==> config.mk <==
export PLATFORM = sky130hd
export DESIGN_NAME = down_count_chain
export DESIGN_NICKNAME = d
export VERILOG_FILES = /design/src/rtl/down_count_chain_pkg.sv /design/src/rtl/down_nibble.sv /design/src/rtl/down_count_chain.sv
export SDC_FILE = /design/constraint.sdc
export NUM_CORES = 1
export LEC_CHECK = 0
export BUFFER_PORTS_ARGS = -buffer_cell sky130_fd_sc_hd__buf_2
export CAP_MARGIN = 20
export CORE_MARGIN = 2
export CORE_UTILIZATION = 45
export DETAILED_ROUTE_END_ITERATION = 16
export PLACE_DENSITY = 0.74
export SYNTH_ARGS = -nofsm -noshare
export SYNTH_HDL_FRONTEND = slang
export SYNTH_SLANG_ARGS = --single-unit
==> constraint.sdc <==
create_clock -name CP -period 2 [get_ports CP]
set_input_delay 0.6 -clock CP [delete_from_list [all_inputs] [get_ports CP]]
set_output_delay 0.6 -clock CP [all_outputs]
set_load 0.03 [all_outputs]
==> src/rtl/down_count_chain_pkg.sv <==
// Shared types and constants for the cascadable down-counter chain.
package down_count_chain_pkg;
  localparam int NIBBLE_W = 4;

  typedef enum logic [1:0] {
    IDLE    = 2'd0,
    RUN     = 2'd1,
    EXPIRED = 2'd2
  } state_t;
endpackage

==> src/rtl/down_nibble.sv <==
// 4-bit down-counting cell: sync load, async clear, decrement on CEP & CET.
// Latency 1 edge; TC is combinational borrow-out for the next cell.
module down_nibble
  import down_count_chain_pkg::*;
(
  input  logic                CP,
  input  logic                _MR,
  input  logic                CEP,
  input  logic                CET,
  input  logic                _PE,
  input  logic [NIBBLE_W-1:0] D,
  output logic [NIBBLE_W-1:0] Q,
  output logic                TC
);

  always_ff @(posedge CP or negedge _MR) begin
    if (!_MR) begin
      Q <= '0;
    end else if (!_PE) begin
      Q <= D;
    end else if (CEP && CET) begin
      Q <= Q - 4'd1;
    end
  end

  assign TC = CET & (Q == '0);

endmodule

==> src/rtl/down_count_chain.sv <==
// Chained down-counter with expiry FSM, one-cycle DONE pulse and optional reload.
// Load/decrement take effect on the sampling edge; TC is combinational, no backpressure.
module down_count_chain
  import down_count_chain_pkg::*;
#(
  parameter int NIBBLES = 2
) (
  input  logic                       CP,
  input  logic                       _MR,
  input  logic                       _PE,
  input  logic [NIBBLE_W*NIBBLES-1:0] D,
  input  logic                       CEP,
  input  logic                       CET,
  input  logic                       AUTO,
  output logic [NIBBLE_W*NIBBLES-1:0] Q,
  output logic                       TC,
  output logic                       DONE
);

  localparam int W = NIBBLE_W * NIBBLES;

  state_t             state;
  logic               en;
  logic               zero_hit;
  logic               q_is_one;
  logic               cell_pe_n;
  logic [W-1:0]       cell_d;
  logic [NIBBLES-1:0] tc_chain;

  assign en       = CEP & CET & (state == RUN);
  // Borrow out of the last cell means an enabled edge while the whole count is zero.
  assign zero_hit = tc_chain[NIBBLES-1];
  assign q_is_one = (Q == W'(1));

  // At zero the cells are loaded instead of decremented: D when reloading, 0 when
  // stopping, so the count never wraps to all-ones.
  assign cell_pe_n = _PE & ~zero_hit;
  assign cell_d    = (!_PE || AUTO) ? D : '0;

  for (genvar i = 0; i < NIBBLES; i++) begin : g_cell
    if (i == 0) begin : g_first
      down_nibble u_nibble (
        .CP  (CP),
        ._MR (_MR),
        .CEP (en),
        .CET (en),
        ._PE (cell_pe_n),
        .D   (cell_d[NIBBLE_W*i +: NIBBLE_W]),
        .Q   (Q[NIBBLE_W*i +: NIBBLE_W]),
        .TC  (tc_chain[i])
      );
    end else begin : g_next
      down_nibble u_nibble (
        .CP  (CP),
        ._MR (_MR),
        .CEP (en),
        .CET (tc_chain[i-1]),
        ._PE (cell_pe_n),
        .D   (cell_d[NIBBLE_W*i +: NIBBLE_W]),
        .Q   (Q[NIBBLE_W*i +: NIBBLE_W]),
        .TC  (tc_chain[i])
      );
    end
  end

  assign TC = CET & (Q == '0);

  always_ff @(posedge CP or negedge _MR) begin
    if (!_MR) begin
      state <= IDLE;
      DONE  <= 1'b0;
    end else if (!_PE) begin
      state <= RUN;
      DONE  <= 1'b0;
    end else begin
      DONE <= 1'b0;
      case (state)
        RUN: begin
          if (en && q_is_one) begin
            DONE  <= 1'b1;
            state <= AUTO ? RUN : EXPIRED;
          end else if (zero_hit && !AUTO) begin
            state <= EXPIRED;
          end
        end
        EXPIRED: state <= EXPIRED;
        default: state <= IDLE;
      endcase
    end
  end

endmodule

==> impl_metrics.py, run 1 <==
metrics = {
    "routing": {
        "route.vias.total": 812,
        "via_per_inst": 5.38,
        "postRouteWirelength_um": 1960,
        "first_drt_iteration_drcs": 9,
        "detail_route.drc_violations": 0,
        "detail_route.wl_per_cell_um": 13.0,
        "route.antenna.remaining_nets": 0,
        "first_pass_iters": 4,
    },
    "status": {
        "failed_checks": "negative setup slack",
        "run_status": "finished with violations",
    },
    "layout": {
        "post_route_cells_drive_above_1_share_pct": 43.7,
        "layout.core_utilization_pct": 65.4,
        "nets": 148,
        "antenna_cell_count": 0,
        "design_area_sq_um": 1140,
        "area_growth_from_synthesis_to_layout_pct": 34.5,
    },
    "power_and_ir_drop": {
        "switching_power_mw": 0.357,
        "switching_share_pct": 41.1,
        "cellLeakagePower_nw": 0.543,
        "combinationalPowerShare_pct": 47.2,
        "share_clk_of_total_power_pct": 18.0,
        "max-vdd-ir-drop_mv": 0.477,
        "seqPwrFrac_pct": 34.8,
        "power_density_nw_per_um2": 761,
        "cell_internal_pwr_mw": 0.512,
    },
    "sta": {
        "clock-skew-final_ns": 0.00100,
        "maxSlewHeadroom_pct": 78.1,
        "hold_viol": 0,
        "worst-slew-pin-transition_ns": 0.326,
        "setup_tns_ns": -0.245,
        "fin_crit_sh_pct": 112,
        "rsz0062_at_grt": "true",
        "fmax_mhz": 445,
        "setup_viol_count_final": 1,
        "slew_violations": 0,
        "post-route-worst-setup-slack_ns": -0.245,
        "post-route-min-period_ns": 2.25,
    },
    "synth": {
        "postSynthNetCount": 111,
        "post_synth.cell_area_avg_sq_um": 9.44,
        "synth-edff-count": 0,
        "mappedNetlistArea_sq_um": 850,
        "yosys_warnings": 0,
        "synth-async-reset-ratio_pct": 100,
        "synth_sequential_area_ratio_pct": 32.4,
        "synthCells": 90,
        "synth-seq-cells": 11,
        "cell_variety_after_synth": 37,
        "synthFlopType": "sky130_fd_sc_hd__dfrtp_1",
    },
    "floorplanning": {
        "core-area_sq_um": 1750,
        "std_cell_rows": 15,
        "die_x_um": 47.5,
        "dieArea_sq_um": 2250,
        "die_h_um": 47.5,
        "initial_utilization_pct": 48.7,
        "top_level_ports": 24,
    },
    "worst_setup_path": {
        "worst_ep_required_time_ns": 1.40,
        "worst_r2r_startpoint": "g_cell[1].g_next.u_nibble.Q[1]",
        "setup.worst_path.end": "TC",
        "critical_path.max_fanout": 2,
        "endpoint_kind": "output pin",
        "cp.depth": 5,
        "timing.setup.critical_path_class": "reg2out",
        "critPathArrivalTime_ns": 1.65,
        "cp_slowest_stage_delay_ns": 0.49,
        "setup.worst_path.start": "g_cell[1].g_next.u_nibble.Q[1]",
        "timing.reg2reg.setup_slack_ns": 0.01,
        "critical_path.slowest_cell": "sky130_fd_sc_hd__or4b_4",
        "worst_setup_path_start_kind": "register",
        "cp_num_buf_inv": 2,
        "reg2reg_to": "g_cell[1].g_next.u_nibble.Q[1]",
        "critical_path.cell_chain": "inv_2 -> ha_1 -> or4b_4 -> nor3_4 -> buf_6",
        "family_with_the_most_delay_on_the_worst_path": "simple AND/OR/NAND/NOR gates",
        "reg2reg_path_depth": 7,
    },
    "placement": {
        "numPortBuffers": 23,
        "hpwlAfterDp_um": 1460,
        "place.gp.congestion": 0.752,
        "area_of_placed_instances_sq_um": 1050,
        "post-place-ws_ns": -0.103,
    },
    "clock_network": {
        "clk_latency_ns": 0.27,
        "cts-root-buf": "sky130_fd_sc_hd__clkbuf_4",
        "clock_path_buffers": 2,
        "cts_htree_levels": 1,
        "path_clk_slew_ns": 0.07,
        "cts_tree": "yes",
        "clock_sinks": 11,
        "numCtsBuffers": 3,
    },
    "grt": {
        "grt_pass1_wl_um": 3050,
        "first_global_vias": 717,
        "globalRouteOverflowTotal": 0,
        "antenna_found_initial": 0,
        "grt_max_degree": 12,
        "global_route.usage.total_pct": 19.8,
    },
    "hold_path": {
        "worst_hold_path_type": "in2async",
    },
    "flow_run": {
        "max_capacitance_violation_count": 0,
    },
}
-- registers in the layout (all words and copies together), names as in the netlist --
name and cells:
DONE 1, g_cell.g_first.u_nibble.Q 4, g_cell.g_next.u_nibble.Q 4, state 2
-- power by group through the flow --
stage	sequential (mW)	combinational, mW	clock [mW]
2_1_floorplan	0.357	0.207	0
3_3_place_gp	0.304	0.370	0
3_5_place_dp	0.306	0.380	0
4_1_cts	0.302	0.394	0.160
5_1_grt	0.309	0.454	0.168
6_report	0.302	0.411	0.156
-- synthesized netlist by cell type (all sizes together) (2+ instances only) --
| master | instances | share of area (%) |
|---|---|---|
| dfrtp | 11 | 32 |
| inv | 9 | 4.0 |
| ha | 7 | 10 |
| o21ai | 7 | 4.1 |
| nand2 | 6 | 2.7 |
| nand3 | 6 | 3.5 |
| buf | 5 | 4.7 |
| a21oi | 3 | 1.8 |
| nor2b | 3 | 2.2 |
| nor3 | 3 | 1.8 |
| and2 | 2 | 1.5 |
| and3 | 2 | 1.5 |
| nand2b | 2 | 1.5 |
| nor4 | 2 | 3.2 |
| o21ba | 2 | 2.4 |
| o31ai | 2 | 3.4 |
| xnor2 | 2 | 2.1 |
-- final cells by class --
class | count | area [sq um]
Clock buffer | 4 | 26.3
Fill cell | 146 | 603
Inverter | 9 | 33.8
Multi-Input combinational cell | 64 | 536
Sequential cell | 11 | 278
Tap cell | 25 | 31.3
Timing Repair Buffer | 38 | 238
-- worst reg2reg max path: stages (launching register included) --
cell and delay, ns:
sky130_fd_sc_hd__dfrtp_2 0.41, sky130_fd_sc_hd__inv_2 0.06, sky130_fd_sc_hd__ha_1 0.13, sky130_fd_sc_hd__or4b_4 0.49
sky130_fd_sc_hd__buf_4 0.21, sky130_fd_sc_hd__o21ai_1 0.14, sky130_fd_sc_hd__o31ai_1 0.09, sky130_fd_sc_hd__a221o_1 0.35
-- worst min-delay path by stage --
stage,startpoint,to,slack (ns),cells after the start
5_1_grt,_MR,g_cell[0].g_first.u_nibble.Q[1],0.20,1
6_report,_MR,g_cell[0].g_first.u_nibble.Q[2],0.19,1
3_5_place_dp,_MR,g_cell[0].g_first.u_nibble.Q[1],0.49,1
4_1_cts,_MR,g_cell[0].g_first.u_nibble.Q[2],0.19,1
2_1_floorplan,_MR,DONE,0.30,0
3_3_place_gp,_MR,g_cell[0].g_first.u_nibble.Q[1],0.48,1
-- stage by stage --
stage | cells | hold WS (ns) | power, mW
2_1_floorplan | 90 | 0.304 | 0.563
3_3_place_gp | 143 | 0.483 | 0.674
3_5_place_dp | 143 | 0.487 | 0.686
4_1_cts | 149 | 0.192 | 0.857
5_1_grt | 151 | 0.201 | 0.931
6_report | 151 | 0.186 | 0.869
-- timing repair --
item / 4_1_cts / 5_1_grt
setup endpoints to repair: 11 / 11
resized for setup: 5 / 2
setup buffers: 2 / 2
hold buffers: 0 / 0
pin swaps: 2 / 1
-- cells in the final DEF, fill, tap and decap left out, types with 2 or more instances in the layout --
| cell type | instances |
|---|---|
| sky130_fd_sc_hd__a21oi_1 | 3 |
| sky130_fd_sc_hd__nand2_1 | 6 |
| sky130_fd_sc_hd__and2_1 | 2 |
| sky130_fd_sc_hd__inv_1 | 7 |
| sky130_fd_sc_hd__and3_1 | 2 |
| sky130_fd_sc_hd__clkbuf_4 | 3 |
| sky130_fd_sc_hd__nand2b_1 | 2 |
| sky130_fd_sc_hd__buf_4 | 14 |
| sky130_fd_sc_hd__buf_2 | 22 |
| sky130_fd_sc_hd__buf_6 | 2 |
| sky130_fd_sc_hd__o21ai_0 | 6 |
| sky130_fd_sc_hd__ha_1 | 7 |
| sky130_fd_sc_hd__dfrtp_2 | 2 |
| sky130_fd_sc_hd__xnor2_1 | 2 |
| sky130_fd_sc_hd__inv_2 | 2 |
| sky130_fd_sc_hd__o21ba_2 | 2 |
| sky130_fd_sc_hd__nor2b_1 | 3 |
| sky130_fd_sc_hd__nand3_1 | 6 |
| sky130_fd_sc_hd__nor3_1 | 2 |
| sky130_fd_sc_hd__dfrtp_1 | 9 |
-- routing by layer --
layer / share of wire [%] / routed length [um] / track usage (%) / up-vias
li1: - / - / - / 394
met1: 46 / 899 / 25.8 / 393
met2: 49 / 962 / 32.4 / 21
met3: 3.6 / 71 / 2.26 / 4
met4: 1.3 / 25 / 10.0 / 0
met5: 0 / 0 / 0 / -
-- cell families (layout without fill, tap and decap cells) --
logic type / after synthesis / after routing / share of synthesized area [%]
compound gates: 23 / 23 / 22.7
simple gates: 30 / 30 / 21.2
mux: 1 / 1 / 1.18
buf+inv: 15 / 51 / 9.13
fa+ha+maj: 7 / 7 / 10.3
xor+xnor: 3 / 3 / 3.09
flops: 11 / 11 / 32.4
(Power assumes the default switching activity.)
==> run 2, diff against run 1 <==
--- a/config.mk
+++ b/config.mk
@@ -8,9 +8,12 @@
 export BUFFER_PORTS_ARGS = -buffer_cell sky130_fd_sc_hd__buf_2
 export CAP_MARGIN = 20
 export CORE_MARGIN = 2
-export CORE_UTILIZATION = 45
+export CORE_UTILIZATION = 44
+export CTS_CLUSTER_SIZE = 24
 export DETAILED_ROUTE_END_ITERATION = 16
 export PLACE_DENSITY = 0.74
+export SETUP_SLACK_MARGIN = 0.02
 export SYNTH_ARGS = -nofsm -noshare
 export SYNTH_HDL_FRONTEND = slang
+export SYNTH_HIERARCHICAL = 1
 export SYNTH_SLANG_ARGS = --single-unit
==> run 2 against run 1 <==
Effect of this change:
- the run still ends with negative setup slack left
- worst hold slack hardly changed
- register-to-register slack about the same
- via count shrank 9.7%
- power shrank 26%
- critical path depth down 1
- synthesized cell count down 5.6%
- setup slack improved by 0.23 ns
- clock skew up 0.0048 ns
- sequential share of layout area up 0.89 points
- final cell count is 6.0% lower
- critical endpoint unchanged
==> impl_metrics.py, run 2 <==
metrics = {
    "synth": {
        "synth-async-reset-ratio_pct": 100,
        "yosys_warnings": 6,
        "synth-seq-cells": 11,
        "mappedNetlistArea_sq_um": 759,
        "synth_sequential_area_ratio_pct": 36.2,
        "dominant_combinational_cell_family_by_area_after_synthesis": "simple AND/OR/NAND/NOR gates",
        "yosys.area_share.simple_pct": 27.7,
        "post_synth_xor_area_fraction_pct": 4.61,
        "cell_variety_after_synth": 24,
        "yosys-mux-area-fraction_pct": 9.72,
        "synthDominantAreaCellType": "sky130_fd_sc_hd__dfrtp_1",
        "synth.top_cells.by_area": "sky130_fd_sc_hd__dfrtp_1, sky130_fd_sc_hd__ha_1, sky130_fd_sc_hd__and2_1, sky130_fd_sc_hd__mux2i_1, sky130_fd_sc_hd__inv_1",
        "postSynthNetCount": 105,
        "synth_top_area_share_pct": 36.2,
        "synthCells": 85,
        "synth-edff-count": 0,
        "yosys-top-cells-count": "sky130_fd_sc_hd__dfrtp_1, sky130_fd_sc_hd__and2_1, sky130_fd_sc_hd__inv_1",
        "post_synth.cell_area_avg_sq_um": 8.94,
        "synth_adder_area_share_pct": 9.88,
        "synthFlopType": "sky130_fd_sc_hd__dfrtp_1",
        "synthMostInstantiatedCell": "sky130_fd_sc_hd__dfrtp_1",
        "compound_gate_portion_of_the_synthesized_area_pct": 7.91,
    },
    "power_and_ir_drop": {
        "power_density_nw_per_um2": 591,
        "share_clk_of_total_power_pct": 24.1,
        "switching_power_mw": 0.227,
        "combinationalPowerShare_pct": 34.5,
        "seqPwrFrac_pct": 41.4,
        "switching_share_pct": 35.1,
        "cell_internal_pwr_mw": 0.419,
        "cellLeakagePower_nw": 0.539,
        "max-vdd-ir-drop_mv": 0.371,
    },
    "clock_network": {
        "clk_latency_ns": 0.27,
        "cts.hold.buffers_added": 0,
        "cts_tree": "yes",
        "clock_path_buffers": 2,
        "cts-root-buf": "sky130_fd_sc_hd__clkbuf_4",
        "clock_sinks": 11,
        "cts_htree_levels": 1,
        "numCtsBuffers": 3,
        "path_clk_slew_ns": 0.08,
    },
    "worst_setup_path": {
        "family_with_the_most_delay_on_the_worst_path": "simple AND/OR/NAND/NOR gates",
        "critical_path.cell_chain": "nor4_2 -> nand2_1 -> nor3b_2 -> buf_4",
        "cp_slowest_stage_delay_ns": 0.40,
        "critical_path.slowest_cell": "sky130_fd_sc_hd__dfrtp_1",
        "worst_setup_path_start_kind": "register",
        "worst_ep_required_time_ns": 1.40,
        "timing.setup.critical_path_class": "reg2out",
        "cp_num_buf_inv": 1,
        "critical_path.max_fanout": 2,
        "critPathArrivalTime_ns": 1.42,
        "endpoint_kind": "output pin",
    },
    "routing": {
        "postRouteWirelength_um": 1860,
        "first_pass_iters": 4,
        "via_per_inst": 5.16,
        "route.antenna.remaining_nets": 0,
        "route.vias.total": 733,
        "detail_route.wl_per_cell_um": 13.1,
        "first_drt_iteration_drcs": 14,
        "detail_route.drc_violations": 0,
    },
    "sta": {
        "hold_ws_ns": 0.186,
        "maxSlewHeadroom_pct": 81.9,
        "post-route-worst-setup-slack_ns": -0.0151,
        "hold_viol": 0,
        "slew_violations": 0,
        "setup_viol_count_final": 1,
        "rsz0062_at_grt": "true",
        "fin_crit_sh_pct": 101,
        "clock-skew-final_ns": 0.00578,
        "post-route-min-period_ns": 2.02,
        "setup_tns_ns": -0.0151,
        "worst-slew-pin-transition_ns": 0.270,
        "fmax_mhz": 496,
    },
    "status": {
        "run_status": "finished with violations",
        "failed_checks": "negative setup slack",
    },
    "floorplanning": {
        "std_cell_rows": 15,
        "initial_utilization_pct": 45.5,
        "die_h_um": 45.5,
        "die_x_um": 45.5,
        "core-area_sq_um": 1670,
        "dieArea_sq_um": 2070,
        "top_level_ports": 24,
    },
    "layout": {
        "layout.cells.most_common": "sky130_fd_sc_hd__buf_2",
        "layout.core_utilization_pct": 65.4,
        "layout.filler_cells": 152,
        "antenna_cell_count": 0,
        "nets": 146,
        "post_route_cells_drive_above_1_share_pct": 44.0,
        "design_area_sq_um": 1090,
        "area_growth_from_synthesis_to_layout_pct": 43.8,
        "top_regs": "g_cell.g_first.u_nibble/Q: 4 flops, g_cell.g_next.u_nibble/Q: 4 flops, state: 2 flops",
        "final_cell_mix": "sky130_fd_sc_hd__buf_2, sky130_fd_sc_hd__buf_4, sky130_fd_sc_hd__dfrtp_1",
    },
    "grt": {
        "antenna_found_initial": 0,
        "globalRouteOverflowTotal": 0,
        "grt_pass1_wl_um": 2780,
        "grt_max_degree": 12,
        "global_route.usage.total_pct": 19.2,
        "first_global_vias": 679,
    },
    "placement": {
        "numPortBuffers": 23,
        "post-place-ws_ns": -0.0781,
        "area_of_placed_instances_sq_um": 971,
        "hpwlAfterDp_um": 1430,
        "place.gp.congestion": 0.839,
    },
    "hold_path": {
        "worst_hold_path_type": "in2async",
    },
    "flow_run": {
        "max_capacitance_violation_count": 0,
    },
}
-- run 2: changes by cell type after synthesis, sizes merged, moves of 3 or more --
cell	previous run	this run
and2	2	9
nor2	1	8
buf	5	0
nand3	6	2
mux2	0	3
mux2i	1	4
o21ai	7	4
or3	1	4
-- run 2: path summary, 6_finish.rpt --
| path | from | end | slack, ns | depth (start not counted) |
|---|---|---|---|---|
| max reg2reg | state[1] | state[1] | 0 | 11 |
| min | _MR | g_cell[0].g_first.u_nibble/Q[1] | 0.19 | 1 |
| min reg2reg | g_cell[1].g_next.u_nibble/Q[3] | g_cell[1].g_next.u_nibble/Q[3] | 0.64 | 2 |
| max | g_cell[1].g_next.u_nibble/Q[2] | TC | -0.02 | 4 |
| max in group asynchronous | _MR | g_cell[1].g_next.u_nibble/Q[2] | 1.60 | 1 |
| min in group CP | _PE | DONE | 0.61 | 2 |
-- run 2: power groups by stage --
stage / Clock, mW / Combinational (mW) / Sequential, mW
after floorplan: 0 / 0.0858 / 0.305
after global placement: 0 / 0.182 / 0.273
after detailed placement: 0 / 0.194 / 0.274
after CTS: 0.161 / 0.214 / 0.266
after global routing: 0.173 / 0.243 / 0.271
final: 0.155 / 0.223 / 0.267
-- run 2: cell type report --
class / count / area [sq um] / area share [%]
timing repair buffer: 36 / 223 / 20.4
clock buffer: 4 / 26.3 / 2.41
tap: 17 / 21.3 / 1.95
multi-input combinational: 66 / 517 / 47.3
sequential: 11 / 275 / 25.2
inverter: 8 / 30.0 / 2.75
-- run 2: layer usage --
layer  GRT usage [%]  part of all wire [%]  vias up
met4            11.2                   3.5        0
met2            32.7                    51       23
met3            2.38                   3.6        8
met5               0                     0        -
met1            22.9                    42      332
li1                -                     -      370
-- run 2: timing repair --
item | in CTS | in global routing
buffers inserted | 5 | 1
pin swaps | 3 | 3
setup endpoints to repair | 3 | 9
gates resized for setup | 4 | 10
-- run 2: logic make-up (layout without fill, tap and decap cells) --
logic type	after synthesis	count (layout)
simple gates	38	38
flops	11	11
compound gates	11	11
buf+inv	8	48
mux	7	7
xor+xnor	4	4
fa+ha+maj	6	6
-- run 2: through the flow --
stage               power [mW]  cells
finish                   0.645    142
global route             0.686    142
CTS                      0.641    141
detailed placement       0.467    132
global placement         0.455    132
floorplan                0.391     85
==> run 3, diff against run 2 <==
--- a/config.mk
+++ b/config.mk
@@ -8,11 +8,13 @@
 export BUFFER_PORTS_ARGS = -buffer_cell sky130_fd_sc_hd__buf_2
 export CAP_MARGIN = 20
 export CORE_MARGIN = 2
-export CORE_UTILIZATION = 44
+export CORE_UTILIZATION = 37
+export CTS_BUF_LIST = sky130_fd_sc_hd__clkbuf_8 sky130_fd_sc_hd__clkbuf_16
 export CTS_CLUSTER_SIZE = 24
 export DETAILED_ROUTE_END_ITERATION = 16
-export PLACE_DENSITY = 0.74
+export PLACE_DENSITY = 0.64
 export SETUP_SLACK_MARGIN = 0.02
+export SKIP_CTS_REPAIR_TIMING = 1
 export SYNTH_ARGS = -nofsm -noshare
 export SYNTH_HDL_FRONTEND = slang
 export SYNTH_HIERARCHICAL = 1
==> run 3 against run 2 <==
Effect of this change:
- the flow still finishes with violations (negative setup slack)
- first-iteration DRC count down 21%
- global-route usage down 1.7 points
- die area grew 17%
- critical endpoint unchanged
- final cell count is 5.6% higher
- register-to-register slack hardly changed
- clock power up 43%
- highest routed layer unchanged
- power increased by 8.7%
- clock skew is 0.0045 ns lower
- design area increased by 2.1%
- count of clock-buffer cells in the layout shrank 1
- non-clock buffer count shrank 2
- maximum frequency is 2.4% lower
==> impl_metrics.py, run 3 (synthesis results as in run 2) <==
metrics = {
    "status": {
        "run_status": "finished with violations",
        "failed_checks": "negative setup slack",
    },
    "layout": {
        "post_route_cells_drive_above_1_share_pct": 44.7,
        "design_area_sq_um": 1110,
        "antenna_cell_count": 0,
        "layout.filler_cells": 195,
        "layout.core_utilization_pct": 57.4,
        "post_layout_nonfiller_instances": 150,
        "area_growth_from_synthesis_to_layout_pct": 46.8,
        "top_regs": "g_cell.g_first.u_nibble/Q: 4 flops, g_cell.g_next.u_nibble/Q: 4 flops, state: 2 flops",
        "nets": 144,
        "final_cell_mix": "sky130_fd_sc_hd__buf_2, sky130_fd_sc_hd__dfrtp_1, sky130_fd_sc_hd__inv_1, sky130_fd_sc_hd__and2_1, sky130_fd_sc_hd__buf_4",
        "layout.cells.most_common": "sky130_fd_sc_hd__buf_2",
    },
    "clock_network": {
        "path_clk_slew_ns": 0.05,
        "cts_tree": "yes",
        "clock_sinks": 11,
        "clk_latency_ns": 0.24,
        "clock_path_buffers": 2,
        "cts_htree_levels": 1,
        "numCtsBuffers": 3,
        "cts-root-buf": "sky130_fd_sc_hd__clkbuf_8",
    },
    "worst_setup_path": {
        "endpoint_kind": "output pin",
        "cp_num_buf_inv": 1,
        "critical_path.slowest_cell": "sky130_fd_sc_hd__dfrtp_1",
        "worst_ep_required_time_ns": 1.40,
        "critical_path.cell_chain": "nor4_2 -> nand2_1 -> nor3b_2 -> clkbuf_4",
        "family_with_the_most_delay_on_the_worst_path": "simple AND/OR/NAND/NOR gates",
        "critical_path.max_fanout": 4,
        "cp_slowest_stage_delay_ns": 0.41,
        "worst_setup_path_start_kind": "register",
        "reg2reg_path_depth": 11,
        "critPathArrivalTime_ns": 1.46,
        "timing.setup.critical_path_class": "reg2out",
        "cp.depth": 4,
    },
    "sta": {
        "fin_crit_sh_pct": 103,
        "post-route-min-period_ns": 2.06,
        "worst-slew-pin-transition_ns": 0.277,
        "hold_ws_ns": 0.222,
        "setup_tns_ns": -0.0692,
        "rsz0062_at_grt": "true",
        "setup_viol_count_final": 2,
        "fmax_mhz": 484,
        "slew_violations": 0,
        "post-route-worst-setup-slack_ns": -0.0646,
        "clock-skew-final_ns": 0.00132,
        "hold_viol": 0,
        "maxSlewHeadroom_pct": 81.5,
    },
    "routing": {
        "route.antenna.remaining_nets": 0,
        "first_drt_iteration_drcs": 11,
        "route.vias.total": 727,
        "met2_wirelength_um": 931,
        "detail_route.wl_per_cell_um": 12.0,
        "routed-wl-met3_um": 116,
        "routed.top_layer": "met4",
        "via_per_inst": 4.85,
        "first_pass_iters": 3,
        "route.layer.met1.wl_um": 710,
        "detail_route.drc_violations": 0,
        "postRouteWirelength_um": 1800,
    },
    "placement": {
        "post-place-ws_ns": -0.0883,
        "place.gp.congestion": 0.783,
        "numPortBuffers": 23,
        "area_of_placed_instances_sq_um": 983,
        "hpwlAfterDp_um": 1380,
        "place_inst": 142,
    },
    "flow_run": {
        "max_capacitance_violation_count": 0,
    },
    "floorplanning": {
        "std_cell_rows": 16,
        "die_x_um": 49.3,
        "initial_utilization_pct": 39.1,
        "core-area_sq_um": 1940,
        "dieArea_sq_um": 2430,
        "die_h_um": 49.3,
        "top_level_ports": 24,
    },
    "power_and_ir_drop": {
        "total_power_mw": 0.701,
        "max-vdd-ir-drop_mv": 0.507,
        "power_density_nw_per_um2": 629,
        "cellLeakagePower_nw": 0.532,
    },
    "grt": {
        "first_global_vias": 716,
        "grt_max_degree": 12,
        "antenna_found_initial": 0,
        "globalRouteOverflowTotal": 0,
        "global_route.usage.total_pct": 17.6,
        "grt_pass1_wl_um": 3150,
    },
    "hold_path": {
        "worst_hold_path_type": "in2async",
    },
}
## run 3: cell types whose count changed in the layout (fill, tap and decap cells not counted), sizes merged
cell | previous run | this run
inv | 8 | 9
buf | 36 | 33
## run 3: where the power goes
group	switching (mW)	internal, mW	total, mW
Combinational	0.117	0.0927	0.210
Clock	0.0856	0.135	0.221
Sequential	0.0261	0.245	0.271
## run 3: final cells by class
cell class	count	area [sq um]	area share [%]
well taps	27	33.8	3.03
flip-flops and latches	11	275	24.7
clock buffers	3	41.3	3.70
multi-input cells	66	523	46.9
inverters	8	30.0	2.69
clock inverters	1	3.75	0.337
repair buffers	34	208	18.6
## run 3: metal layers
| layer | track usage [%] | up-vias |
|---|---|---|
| met5 | 0 | - |
| met3 | 6.44 | 5 |
| met4 | 10.0 | 0 |
| met2 | 29.3 | 18 |
| met1 | 19.0 | 343 |
| li1 | - | 361 |
## run 3: worst register-to-register path: stages, from the launching register on
cell and delay (ns):
sky130_fd_sc_hd__dfrtp_1 0.39, sky130_fd_sc_hd__inv_1 0.08, sky130_fd_sc_hd__ha_2 0.18, sky130_fd_sc_hd__and3_4 0.18, sky130_fd_sc_hd__nand2_2 0.05, sky130_fd_sc_hd__nor3_2 0.13
sky130_fd_sc_hd__nand2_1 0.08, sky130_fd_sc_hd__nor3_2 0.14, sky130_fd_sc_hd__inv_1 0.06, sky130_fd_sc_hd__o211ai_1 0.25, sky130_fd_sc_hd__o21ai_1 0.09, sky130_fd_sc_hd__mux2_4 0.27
## run 3: path summary, 6_finish.rpt
kind / endpoint / slack (ns) / startpoint
max: TC / -0.06 / g_cell[1].g_next.u_nibble/Q[1]
min: g_cell[1].g_next.u_nibble/Q[3] / 0.22 / _MR
max reg2reg: state[0] / 0 / state[1]
min reg2reg: state[1] / 0.64 / state[1]
max in group asynchronous: g_cell[1].g_next.u_nibble/Q[0] / 1.57 / _MR
min in group CP: state[1] / 0.64 / state[1]
